--- config.mk ---
export PLATFORM = sky130hd
export DESIGN_NAME = rf_write_arbiter
export DESIGN_NICKNAME = d
export VERILOG_FILES = /design/src/rtl/rf_write_arbiter.sv
export SDC_FILE = /design/constraint.sdc
export NUM_CORES = 1
export LEC_CHECK = 0
export CAP_MARGIN = 20
export CELL_PAD_IN_SITES_DETAIL_PLACEMENT = 0
export CELL_PAD_IN_SITES_GLOBAL_PLACEMENT = 1
export CORE_MARGIN = 3
export CORE_UTILIZATION = 23
export CTS_CLUSTER_SIZE = 8
export DETAILED_ROUTE_END_ITERATION = 12
export PLACE_DENSITY = 0.79
export SYNTH_ARGS = -nofsm -noshare
export SYNTH_HDL_FRONTEND = slang
export SYNTH_SLANG_ARGS = --single-unit
--- constraint.sdc ---
create_clock -name clk -period 1.2 [get_ports clk]
set_clock_uncertainty 0.05 [all_clocks]
set_input_delay 0.24 -clock clk [delete_from_list [all_inputs] [get_ports clk]]
set_output_delay 0.24 -clock clk [all_outputs]
set_load 0.03 [all_outputs]
--- src/rtl/rf_write_arbiter.sv ---
// Round-robin arbiter sharing the register file's single write port between
// execute results (A) and load returns (B), with a registered write stage.
module rf_write_arbiter #(
  parameter int DATA_W      = 16,
  parameter int ADDR_W      = 3,
  parameter int R0_WRITABLE = 0
) (
  input  logic              clk,
  input  logic              rstn,
  input  logic              hold,
  input  logic              a_vld,
  input  logic [ADDR_W-1:0] a_addr,
  input  logic [DATA_W-1:0] a_data,
  output logic              a_rdy,
  input  logic              b_vld,
  input  logic [ADDR_W-1:0] b_addr,
  input  logic [DATA_W-1:0] b_data,
  output logic              b_rdy,
  output logic              wr_en,
  output logic [ADDR_W-1:0] wr_addr,
  output logic [DATA_W-1:0] wr_data,
  output logic              prio_b
);

  typedef enum logic {
    FAV_A = 1'b0,
    FAV_B = 1'b1
  } prio_t;

  prio_t state;
  prio_t state_nxt;

  logic              grant_a_p0;
  logic              grant_b_p0;
  logic              xfer_p0;
  logic [ADDR_W-1:0] win_addr_p0;
  logic [DATA_W-1:0] win_data_p0;

  logic              vld_p1;
  logic [ADDR_W-1:0] addr_p1;
  logic [DATA_W-1:0] data_p1;

  // Address 0 is a hard-wired zero register unless configured writable.
  function automatic logic write_allowed(input logic [ADDR_W-1:0] addr);
    return (R0_WRITABLE != 0) || (addr != '0);
  endfunction

  // Stage 0: combinational grant and winner selection.
  always_comb begin
    grant_a_p0 = !hold && a_vld && (!b_vld || (state == FAV_A));
    grant_b_p0 = !hold && b_vld && (!a_vld || (state == FAV_B));
    xfer_p0    = grant_a_p0 || grant_b_p0;
    if (grant_b_p0) begin
      win_addr_p0 = b_addr;
      win_data_p0 = b_data;
    end else begin
      win_addr_p0 = a_addr;
      win_data_p0 = a_data;
    end
  end

  always_ff @(posedge clk or negedge rstn) begin
    if (!rstn) begin
      state <= FAV_A;
    end else begin
      state <= state_nxt;
    end
  end

  always_comb begin
    state_nxt = state;
    if (grant_a_p0) begin
      state_nxt = FAV_B;
    end else if (grant_b_p0) begin
      state_nxt = FAV_A;
    end
  end

  always_comb begin
    a_rdy  = grant_a_p0;
    b_rdy  = grant_b_p0;
    prio_b = (state == FAV_B);
  end

  // Stage 1: registered write port; address/data hold when idle.
  always_ff @(posedge clk or negedge rstn) begin
    if (!rstn) begin
      vld_p1  <= 1'b0;
      addr_p1 <= '0;
      data_p1 <= '0;
    end else begin
      vld_p1 <= xfer_p0 && write_allowed(win_addr_p0);
      if (xfer_p0) begin
        addr_p1 <= win_addr_p0;
        data_p1 <= win_data_p0;
      end
    end
  end

  assign wr_en   = vld_p1;
  assign wr_addr = addr_p1;
  assign wr_data = data_p1;

endmodule
Word level (Yosys, flattened, before mapping)
Cells that the tools add are included.
{"block": "totals", "register_bits": 21, "word_cells": 22}
{"block": "op_classes", "mux": 4, "bitwise": 1, "n_reduce_logical": 13}
{"operator": "16-bit 2-to-1 mux", "count": 1}
{"operator": "1-bit logical AND", "count": 5}
{"operator": "1-bit zero test", "count": 3}
{"operator": "1-bit logical OR", "count": 3}
{"operator": "3-bit 2-to-1 mux", "count": 1}
{"operator": "3-bit nonzero test", "count": 1}
{"operator": "1-bit 2-to-1 mux", "count": 2}
{"operator": "2-bit nonzero test", "count": 1}
{"operator": "1-bit inverter", "count": 1}

Logic depth before layout (Yosys ltp)
{"block": "depth", "depth_word": 6, "depth_mapped": 5}

Least setup slack after synthesis
No wires, ideal clock.
{"block": "synth_timing", "kind": "reg-to-output", "start": "register state (netlist: prio_b)", "end": "output port b_rdy", "t_arrival_ns": 1.337, "setup_slack_ns": -0.427, "t_required_ns": 0.910, "path_stages_with_launch": 4, "cell_sequence": "dfrtp_1 > and2b_1 > buf_2 > nor2_1"}
{"block": "synth_between", "elab_chain_cells": 2}
{"element": "from (decl)", "line_no": "30", "text": "prio_t state;"}
{"element": "from (signal assigned)", "line_no": "66", "text": "state <= state_nxt;"}
{"element": "1-bit logical OR", "line_no": "51", "text": "grant_b_p0 = !hold && b_vld && (!a_vld || (state == FAV_B));"}
{"element": "1-bit logical AND", "line_no": "51"}
{"element": "to (decl)", "line_no": "18", "text": "output logic b_rdy,"}
Every way passes these cells.

Worst setup path after layout
Same ends and word-level chain as after synthesis.

==> reports/results.txt <==
Logic pwr share: 0.456
Hold Path Class: in -> async
ANT nets after route: 0
final slew viol count: 0
Total Nets Final: 247
Sequential Power Share: 0.352
First-pass DRT Iterations: 4
Crit Path Max Fanout: 2
area of the mapped netlist: 1114 um2
switching part of the total: 0.3517
share of layout cells above drive strength 1: 0.3892
Seq/Total Area, Yosys: 0.4719
Num Clock Sinks: 21
Post-Syn Area per Cell: 8.980 um2
RD Place Congestion: 0.7317
Die H: 75.58 um
Buffers on Ports: 65
Final Cycle Share: 1.212
worst hold slack: 0.2746 ns
Post-synth top cells: 21 x dfrtp_1, 20 x nor2_1, 18 x a31oi_1
Initial Util: 0.2472
RSZ-0062 raised after global routing: yes
area delta synth->final: 92.92%
# rows: 24
pwr dens: 1148 nW/um2
Clock power frac: 0.192
crit-path cells: and2b_1 -> buf_6 -> nor2_4 -> buf_6
core area: 4504 um2
CTS Hold Buffers Added: 0
CP delay by family, top: flip-flops
final hold vios: 0
Iter 0 DRT Violations: 19
Internal: 0.001599 W
peak supply drop: 0.0005641 V
Syn Nets: 167
Vias/cell: 4.839
CTS clk-pin slew, worst paths: 0.08 ns
fmax: 0.6873 GHz
post-layout util: 0.4769
largest net degree at the start of global routing: 37
Distinct cells, synth: 22
MaxCap Viol Count: 0
final wirelength: 3.816 mm
DR vias: 1234
count leader, synth: dfrtp_1
CP Data Arrival Time: 1.16 ns
dpl ws: -0.4626 ns
crit-path most repeated cell: buf_6
Worst Setup SP: prio_b
Crit path required time: 0.91 ns
Synth Instances: 124
Synth Warn #: 0
num ports: 66
crit path kind: reg -> out
total power: 0.002466 W
ranking of synthesized cells by area: dfrtp_1 47%, a31oi_1 10%, nand3_1 7.6%
Fill cells: 435
die area: 5712 um2
CTS Buffer Depth: 2
FF+latch count, synth: 21
Avg WL per Cell: 14.96 um
CP Capture Type: output port
Synth area leader: dfrtp_1
Clock Latency Late Sink: 0.26 ns
Final setup viols: 24
n_diodes: 0
Static Leak: 0.8641 nW
first-pass GRT wire length: 5.906 mm
failing checks: setup timing
number of flops mapped to enable cells by yosys: 0
CTS H-Tree Depth: 1
asr flop ratio synth: 1.000
vias in the first global route: 1237
remaining global-route overflow: 0
final setup TNS: -3.390 ns
Switching Power: 0.0008674 W
area occupied by registers: 526.8 um2
CP max stage delay: 0.41 ns
Max-slew headroom: 0.8597
Worst Path Buf+Inv: 2
DRC violations left: 0
post-synth top area share: 0.4719
slowest cell on the critical path: dfrtp_2
Num CTS Buffers: 3
Die X: 75.58 um
Tightest Pin Transition: 0.2098 ns
status: complete, but fails checks
DP HPWL: 2.716 mm
initial antenna violation count: 0
Root Buffer: clkbuf_8
RR Startpoint: prio_b
Worst Setup Start Kind: register
multi-input logic area: 618.1 um2
final worst slack: -0.2549 ns
GRT Total Usage: 0.1359
ys flop type: dfrtp_1
CTS tree: done
Final Critical Period: 1.455 ns
[per-stage QoR]
stage / area [um2] / instances
after detailed placement: 1902 / 246
after global routing: 2148 / 255
after CTS: 2141 / 254
after floorplan: 1155 / 124
final: 2148 / 255
after global placement: 1902 / 246
[worst paths after layout]
path	end	cells past startpoint	slack, ns
setup / recovery	b_rdy	4	-0.25
hold / removal	wr_data[2]	2	0.27
setup reg to reg	wr_addr[1]	5	-0.16
hold reg to reg	wr_addr[1]	2	0.48
max in group asynchronous	prio_b	2	0.66
min in group clk	prio_b	2	0.31
[kinds of logic (layout without fill, tap and decap cells)]
group / Yosys count / in the layout / share of synthesized area
AOI/OAI and AO/OA: 43 / 43 / 0.2292
buffers and inverters: 12 / 91 / 0.09437
DFF: 21 / 21 / 0.4719
and+or+nand+nor: 48 / 48 / 0.2045
[power by group through the flow]
stage / Sequential (W) / Clock [W] / Combinational, W
3_5_place_dp: 0.000883 / 0 / 0.000983
2_1_floorplan: 0.00108 / 0 / 0.000295
5_1_grt: 0.000882 / 0.000517 / 0.00120
4_1_cts: 0.000871 / 0.000498 / 0.00112
3_3_place_gp: 0.000879 / 0 / 0.000976
6_report: 0.000867 / 0.000474 / 0.00112
[sequential cells by signal, indices dropped and copies added, names as in the netlist]
| name | count |
|---|---|
| wr_addr | 3 |
| wr_en | 1 |
| wr_data | 16 |
| prio_b | 1 |
[timing repair]
action | in CTS | in global routing
setup buffers | 3 | 1
cloned | 2 | 0
gates resized for setup | 34 | 0
setup endpoints to repair | 23 | 24
pin swaps | 39 | 19
[cell type report]
type / count / share of cell area
sequential: 21 / 0.2452
tap: 52 / 0.03029
multi-input combinational: 91 / 0.2877
timing repair buffer: 87 / 0.4153
clock inverter: 1 / 0.002330
clock buffer: 3 / 0.01922
[routing by layer]
metal	global-route usage	share of wire
met5	0	0
met4	0.02718	0.0071
met3	0.03958	0.069
met2	0.2368	0.50
met1	0.1671	0.42
[worst reg2reg max path: stages (launching register included)]
cell and delay, ns:
dfrtp_2 0.41, buf_6 0.12, buf_6 0.11, nand2b_4 0.22, a32oi_2 0.23, o21ai_1 0.10
[layout by cell type, fill, tap and decap left out, drive strengths merged]
master / Yosys / routed
nor4: 1 / 1
dlygate4sd2: 0 / 3
nor2: 20 / 20
and2: 1 / 1
a211oi: 1 / 1
nand2b: 2 / 2
buf: 12 / 45
nand2: 4 / 4
o21ba: 1 / 1
and2b: 1 / 1
a32oi: 1 / 1
o32ai: 1 / 1
nand3: 18 / 18
o21bai: 1 / 1
nor2b: 1 / 1
clkdlybuf4s50: 0 / 39
o21ai: 20 / 20
a31oi: 18 / 18
dfrtp: 21 / 21
clkinv: 0 / 1
clkbuf: 0 / 3
(Power assumes the default switching activity.)
